$ cat src/rtl/pipe_rca_add.sv
// pipe_rca_add: WIDTH-bit ripple-carry adder split into STAGES registered slices, valid/ready on both sides.
// Define RCA_SUB_EN to add a per-beat 'sub' input that turns the operation into a - b - cin.
module pipe_rca_add #(
  parameter int WIDTH  = 16,
  parameter int STAGES = 4
) (
  input  logic             clk,
  input  logic             reset,
  input  logic             in_valid,
  output logic             in_ready,
  input  logic [WIDTH-1:0] a,
  input  logic [WIDTH-1:0] b,
  input  logic             cin,
`ifdef RCA_SUB_EN
  input  logic             sub,
`endif
  output logic             out_valid,
  input  logic             out_ready,
  output logic [WIDTH-1:0] sum,
  output logic             cout,
  output logic             overflow
);

  localparam int SW = WIDTH / STAGES;

  // *_d: what stage k consumes (ports for stage 0, previous register otherwise); *_q: stage k's register
  logic [STAGES-1:0] v_d, c_d, c_nxt, v_q, c_q;
  logic [WIDTH-1:0]  a_d   [STAGES];
  logic [WIDTH-1:0]  b_d   [STAGES];
  logic [WIDTH-1:0]  s_d   [STAGES];
  logic [WIDTH-1:0]  s_nxt [STAGES];
  logic [WIDTH-1:0]  a_q   [STAGES];
  logic [WIDTH-1:0]  b_q   [STAGES];
  logic [WIDTH-1:0]  s_q   [STAGES];
`ifdef RCA_SUB_EN
  logic              sub_d [STAGES];
  logic              sub_q [STAGES];
`endif
  logic              ovf_nxt;
  logic              ovf_q;
  logic              adv;

  // One global enable: the whole pipe moves or the whole pipe holds, bubbles included.
  assign adv      = !out_valid || out_ready;
  assign in_ready = adv;

  for (genvar k = 0; k < STAGES; k++) begin : g_stage
    logic [SW-1:0]    a_sl;
    logic [SW-1:0]    b_sl;
    logic [SW:0]      slice;
    logic [WIDTH-1:0] s_ins;

    if (k == 0) begin : g_head
      assign a_d[k] = a;
      assign b_d[k] = b;
      assign s_d[k] = '0;
      assign v_d[k] = in_valid;
`ifdef RCA_SUB_EN
      // Borrow-in: a - b - cin == a + ~b + ~cin.
      assign c_d[k]   = cin ^ sub;
      assign sub_d[k] = sub;
`else
      assign c_d[k] = cin;
`endif
    end else begin : g_link
      assign a_d[k] = a_q[k-1];
      assign b_d[k] = b_q[k-1];
      assign s_d[k] = s_q[k-1];
      assign v_d[k] = v_q[k-1];
      assign c_d[k] = c_q[k-1];
`ifdef RCA_SUB_EN
      assign sub_d[k] = sub_q[k-1];
`endif
    end

    assign a_sl = a_d[k][k*SW +: SW];
`ifdef RCA_SUB_EN
    assign b_sl = b_d[k][k*SW +: SW] ^ {SW{sub_d[k]}};
`else
    assign b_sl = b_d[k][k*SW +: SW];
`endif
    assign slice = {1'b0, a_sl} + {1'b0, b_sl} + {{SW{1'b0}}, c_d[k]};

    always_comb begin
      s_ins                = s_d[k];
      s_ins[k*SW +: SW]    = slice[SW-1:0];
    end

    assign s_nxt[k] = s_ins;
    assign c_nxt[k] = slice[SW];

    if (k == STAGES - 1) begin : g_tail
      // Carry into the MSB is recovered from the MSB's own sum bit and operand bits.
      assign ovf_nxt = (a_sl[SW-1] ^ b_sl[SW-1] ^ slice[SW-1]) ^ slice[SW];
    end
  end

  // NOTE: sequential state uses non-blocking assignments so every stage samples its predecessor's
  // pre-edge value; blocking here would let a beat fall through several stages in one clock.
  always_ff @(posedge clk or negedge reset) begin
    if (!reset) begin
      // NOTE: the per-stage data arrays are reset along with the valid bits so no stale operand or
      // sum ever reaches the outputs; the arrays are small registers, not RAM, so this is cheap.
      for (int k = 0; k < STAGES; k++) begin
        a_q[k] <= '0;
        b_q[k] <= '0;
        s_q[k] <= '0;
`ifdef RCA_SUB_EN
        sub_q[k] <= 1'b0;
`endif
      end
      v_q   <= '0;
      c_q   <= '0;
      ovf_q <= 1'b0;
    end else if (adv) begin
      for (int k = 0; k < STAGES; k++) begin
        a_q[k] <= a_d[k];
        b_q[k] <= b_d[k];
        s_q[k] <= s_nxt[k];
`ifdef RCA_SUB_EN
        sub_q[k] <= sub_d[k];
`endif
      end
      v_q   <= v_d;
      c_q   <= c_nxt;
      ovf_q <= ovf_nxt;
    end
  end

  assign out_valid = v_q[STAGES-1];
  assign sum       = s_q[STAGES-1];
  assign cout      = c_q[STAGES-1];
  assign overflow  = ovf_q;

endmodule
$ cat config.mk
export PLATFORM = sky130hd
export DESIGN_NAME = pipe_rca_add
export DESIGN_NICKNAME = d
export VERILOG_FILES = /design/src/rtl/pipe_rca_add.sv
export SDC_FILE = /design/constraint.sdc
export NUM_CORES = 1
export LEC_CHECK = 0
export CAP_MARGIN = 20
export CORE_AREA = 3 3 91 93
export DETAILED_ROUTE_END_ITERATION = 8
export DIE_AREA = 0 0 94 96
export DONT_BUFFER_PORTS = 1
export PLACE_DENSITY_LB_ADDON = 0.12
export SYNTH_ARGS = -nofsm -noshare
export SYNTH_HDL_FRONTEND = slang
export SYNTH_SLANG_ARGS = --single-unit
$ cat constraint.sdc
create_clock -name clk -period 2.8 [get_ports clk]
set_input_delay 0.28 -clock clk [delete_from_list [all_inputs] [get_ports clk]]
set_output_delay 0.28 -clock clk [all_outputs]
set_load 0.01 [all_outputs]
==> flow_summary.toml <==
[power_and_ir_drop]
p_leak_nw = 2.335
ir_worst_vdd_v = 0.0004102
power.density_nw_per_um2 = 1108

[setup_path]
path_cells = "fa_1, fa_1, a21o_1, a21oi_2, xnor2_1, o21ai_2"
cp-end-kind = "register"
critPathBufInv = 0
critPathRequiredTime_ns = 3.01
cpMostUsedCell = "fa_1"
cp_top_family = "adder cells"
r2r_start = "c_q[2]"
worstRegToRegCells = 6
slowest_stage = "fa_1"
slowest_delay_ns = 0.47
arrival_ns = 2.21
r2r-end = "overflow"
path_class = "reg2reg"
r2r_setup_slack_ns = 0.80
critPathLaunchType = "register"
crit_path_max_fanout = 2

[synthesis]
synth.distinct_cells = 21
syn_area_um2 = 4161
ys_warn_count = 0
synth-simple-area-share_pct = 23.87
syn_nets = 503
yosysSeqAreaShare_pct = 58.33
yosysTopAreaCellShare_pct = 58.33
yosysTopAreaCell = "dfrtp_1"
synth_cells = 446
synth_adder_area_share_pct = 7.456
synthMuxAreaShare_pct = 0
synth.avg_cell_area_um2 = 9.331
synth_top_family_by_area = "simple AND/OR/NAND/NOR gates"
synth_xor_area_share_pct = 1.684
synth_compound_area_share_pct = 4.480
synth.area.top_cells = "dfrtp_1 (58%), nand2_1 (22%), fa_1 (3.8%), ha_1 (3.6%), a21oi_1 (1.4%)"
synth_seq_cells = 97

[floorplanning]
die_area_um2 = 9024
die_h_um = 96
pin_count = 57
rows = 32
core_um2 = 7607
start_util_pct = 54.70
chipWidth_um = 94

[sta]
tightestPinTransition_ns = 0.9399
skew_ns = 0.008015
fmax_mhz = 500.4
period_minus_slack_ns = 1.998
finalHoldViolCount = 0
setup-violations-final = 0
period_share_pct = 71.37
relSlewSlack_pct = 37.34
slew_violations = 0
setup_tns_ns = 0
rsz0062_at_grt = "false"

[global_route]
antenna_found_initial = 0
grt_usage_pct = 16.86
busiest_layer = "met2"
grt_max_degree = 98
use_met3_pct = 4.300
grt_pass1_vias = 2674
use_met2_pct = 28.68
overflow = 0
grt_pass1_wl_um = 12020
use_met1_pct = 21.35

[route]
wire_per_inst_um = 12.52
drt_iter0_drc = 45
wirelength_um = 6862
firstDrtPassIters = 4
vias = 2664
routed_via_density = 4.861
drc = 0
ant_nets = 0

[job]
cap_violations = 0

[placement]
dpl.cell_count = 530
io_buffers = 0
gp_congestion = 0.7029
hpwl_um = 4356

[clock_network]
cts_buffers = 9
cts_max_level = 3
clockBufferDepth = 2
path_clk_slew_ns = 0.09
cts_tree = "yes"
clock_sinks = 97
clock-root-buffer = "clkbuf_8"
clock_latency_ns = 0.35

[outcome]
status = "finished, final reports clean"

[cells_and_area]
final_cells = 548
diodes = 0
drive_gt1_share_pct = 5.381
final_nets = 498
area_growth_pct = 5.833

[worst_hold_path]
hold_end = "a_d[47]"
hold_depth = 2
min-delay-start = "a[15]"
min_path_type = "in2reg"
## routing by layer
metal  wire [µm]  share of wire (%)
met5           0                  0
met4          63               0.92
met3         278                4.1
met2        3316                 48
met1        3203                 47
## cell usage in the layout (no fill, tap or decap)
master / synthesis / final
nand2_1: 246 / 246
dfrtp_1: 97 / 97
a21oi_1: 12 / 12
ha_1: 12 / 12
nor2_1: 10 / 10
clkbuf_8: 0 / 10
fa_1: 8 / 8
inv_1: 7 / 7
o21ai_0: 7 / 7
a21o_1: 6 / 6
xor2_1: 5 / 5
o21ai_1: 4 / 4
xnor2_1: 3 / 3
buf_4: 7 / 3
nor2b_1: 2 / 2
a21oi_2: 2 / 2
clkinv_2: 0 / 2
clkinvlp_4: 0 / 2
nor2b_4: 1 / 1
inv_4: 1 / 1
nand2b_1: 1 / 1
o21ai_2: 1 / 1
clkbuf_1: 0 / 1
bufinv_16: 0 / 1
buf_16: 0 / 1
dlygate4sd3_1: 0 / 1
## sequential cells by signal, summed over array words and instances (netlist names)
name / cells
a_d: 24
b_d: 24
c_q: 4
g_stage.s_ins: 24
overflow: 1
sum: 16
v_q: 4
## what timing repair did
action / 4_1_cts / 5_1_grt
endpoints found under the hold margin: 97 / 0
buffers inserted: 0 / 0
hold buffers: 2 / 0
gates resized for setup: 0 / 0
## power breakdown
part           internal [W]  switching [W]
combinational      0.000643       0.000903
sequential          0.00201       0.000425
clock              0.000435       0.000464
## cell families (layout without fill, tap and decap cells)
family	after synthesis	count (layout)
AO/OA/AOI/OAI	32	32
XOR/XNOR	8	8
adder cells (fa/ha/maj)	20	20
buffers and inverters	29	29
flip-flops	97	97
AND/OR/NAND/NOR	260	260
## cells in the mapped netlist
master,instances
xor2_1,5
a21oi_2,2
a21oi_1,12
buf_4,7
o21ai_0,7
dfrtp_1,97
buf_2,11
fa_1,8
nor2_1,10
inv_1,7
xnor2_1,3
o21ai_2,1
ha_1,12
buf_6,3
nand2_1,246
nor2b_1,2
nor2b_4,1
nand2b_1,1
o21ai_1,4
a21o_1,6
inv_4,1
## through the flow
stage,cell area [µm²],utilization (%),hold slack [ns],power (W),setup slack (ns)
floorplan,4161,-,-0.01559,0.003698,0.9076
global placement,4170,54.82,-0.01343,0.003953,0.8322
detailed placement,4170,54.82,-0.01353,0.004024,0.7956
CTS,4404,57.89,0.01956,0.004962,0.7887
global route,4404,57.89,0.01514,0.005350,0.7058
finish,4404,57.89,0.03339,0.004880,0.8017
## cell type report
| type | instances | area, µm² |
|---|---|---|
| Fill cell | 722 | 3203 |
| Inverter | 8 | 32.53 |
| Timing Repair Buffer | 5 | 60.06 |
| Tap cell | 102 | 127.6 |
| Clock buffer | 11 | 141.4 |
| Clock inverter | 5 | 55.05 |
| Sequential cell | 97 | 2427 |
| Multi-Input combinational cell | 320 | 1560 |
## worst max path at each step
stage,from,endpoint,depth (start not counted)
after floorplan,c_q[2],overflow,6
after global placement,c_q[2],overflow,6
after detailed placement,c_q[2],overflow,6
after CTS,c_q[2],overflow,6
after global routing,c_q[2],overflow,6
final,c_q[2],overflow,6
No activity file was read; power rests on OpenSTA's default activity.
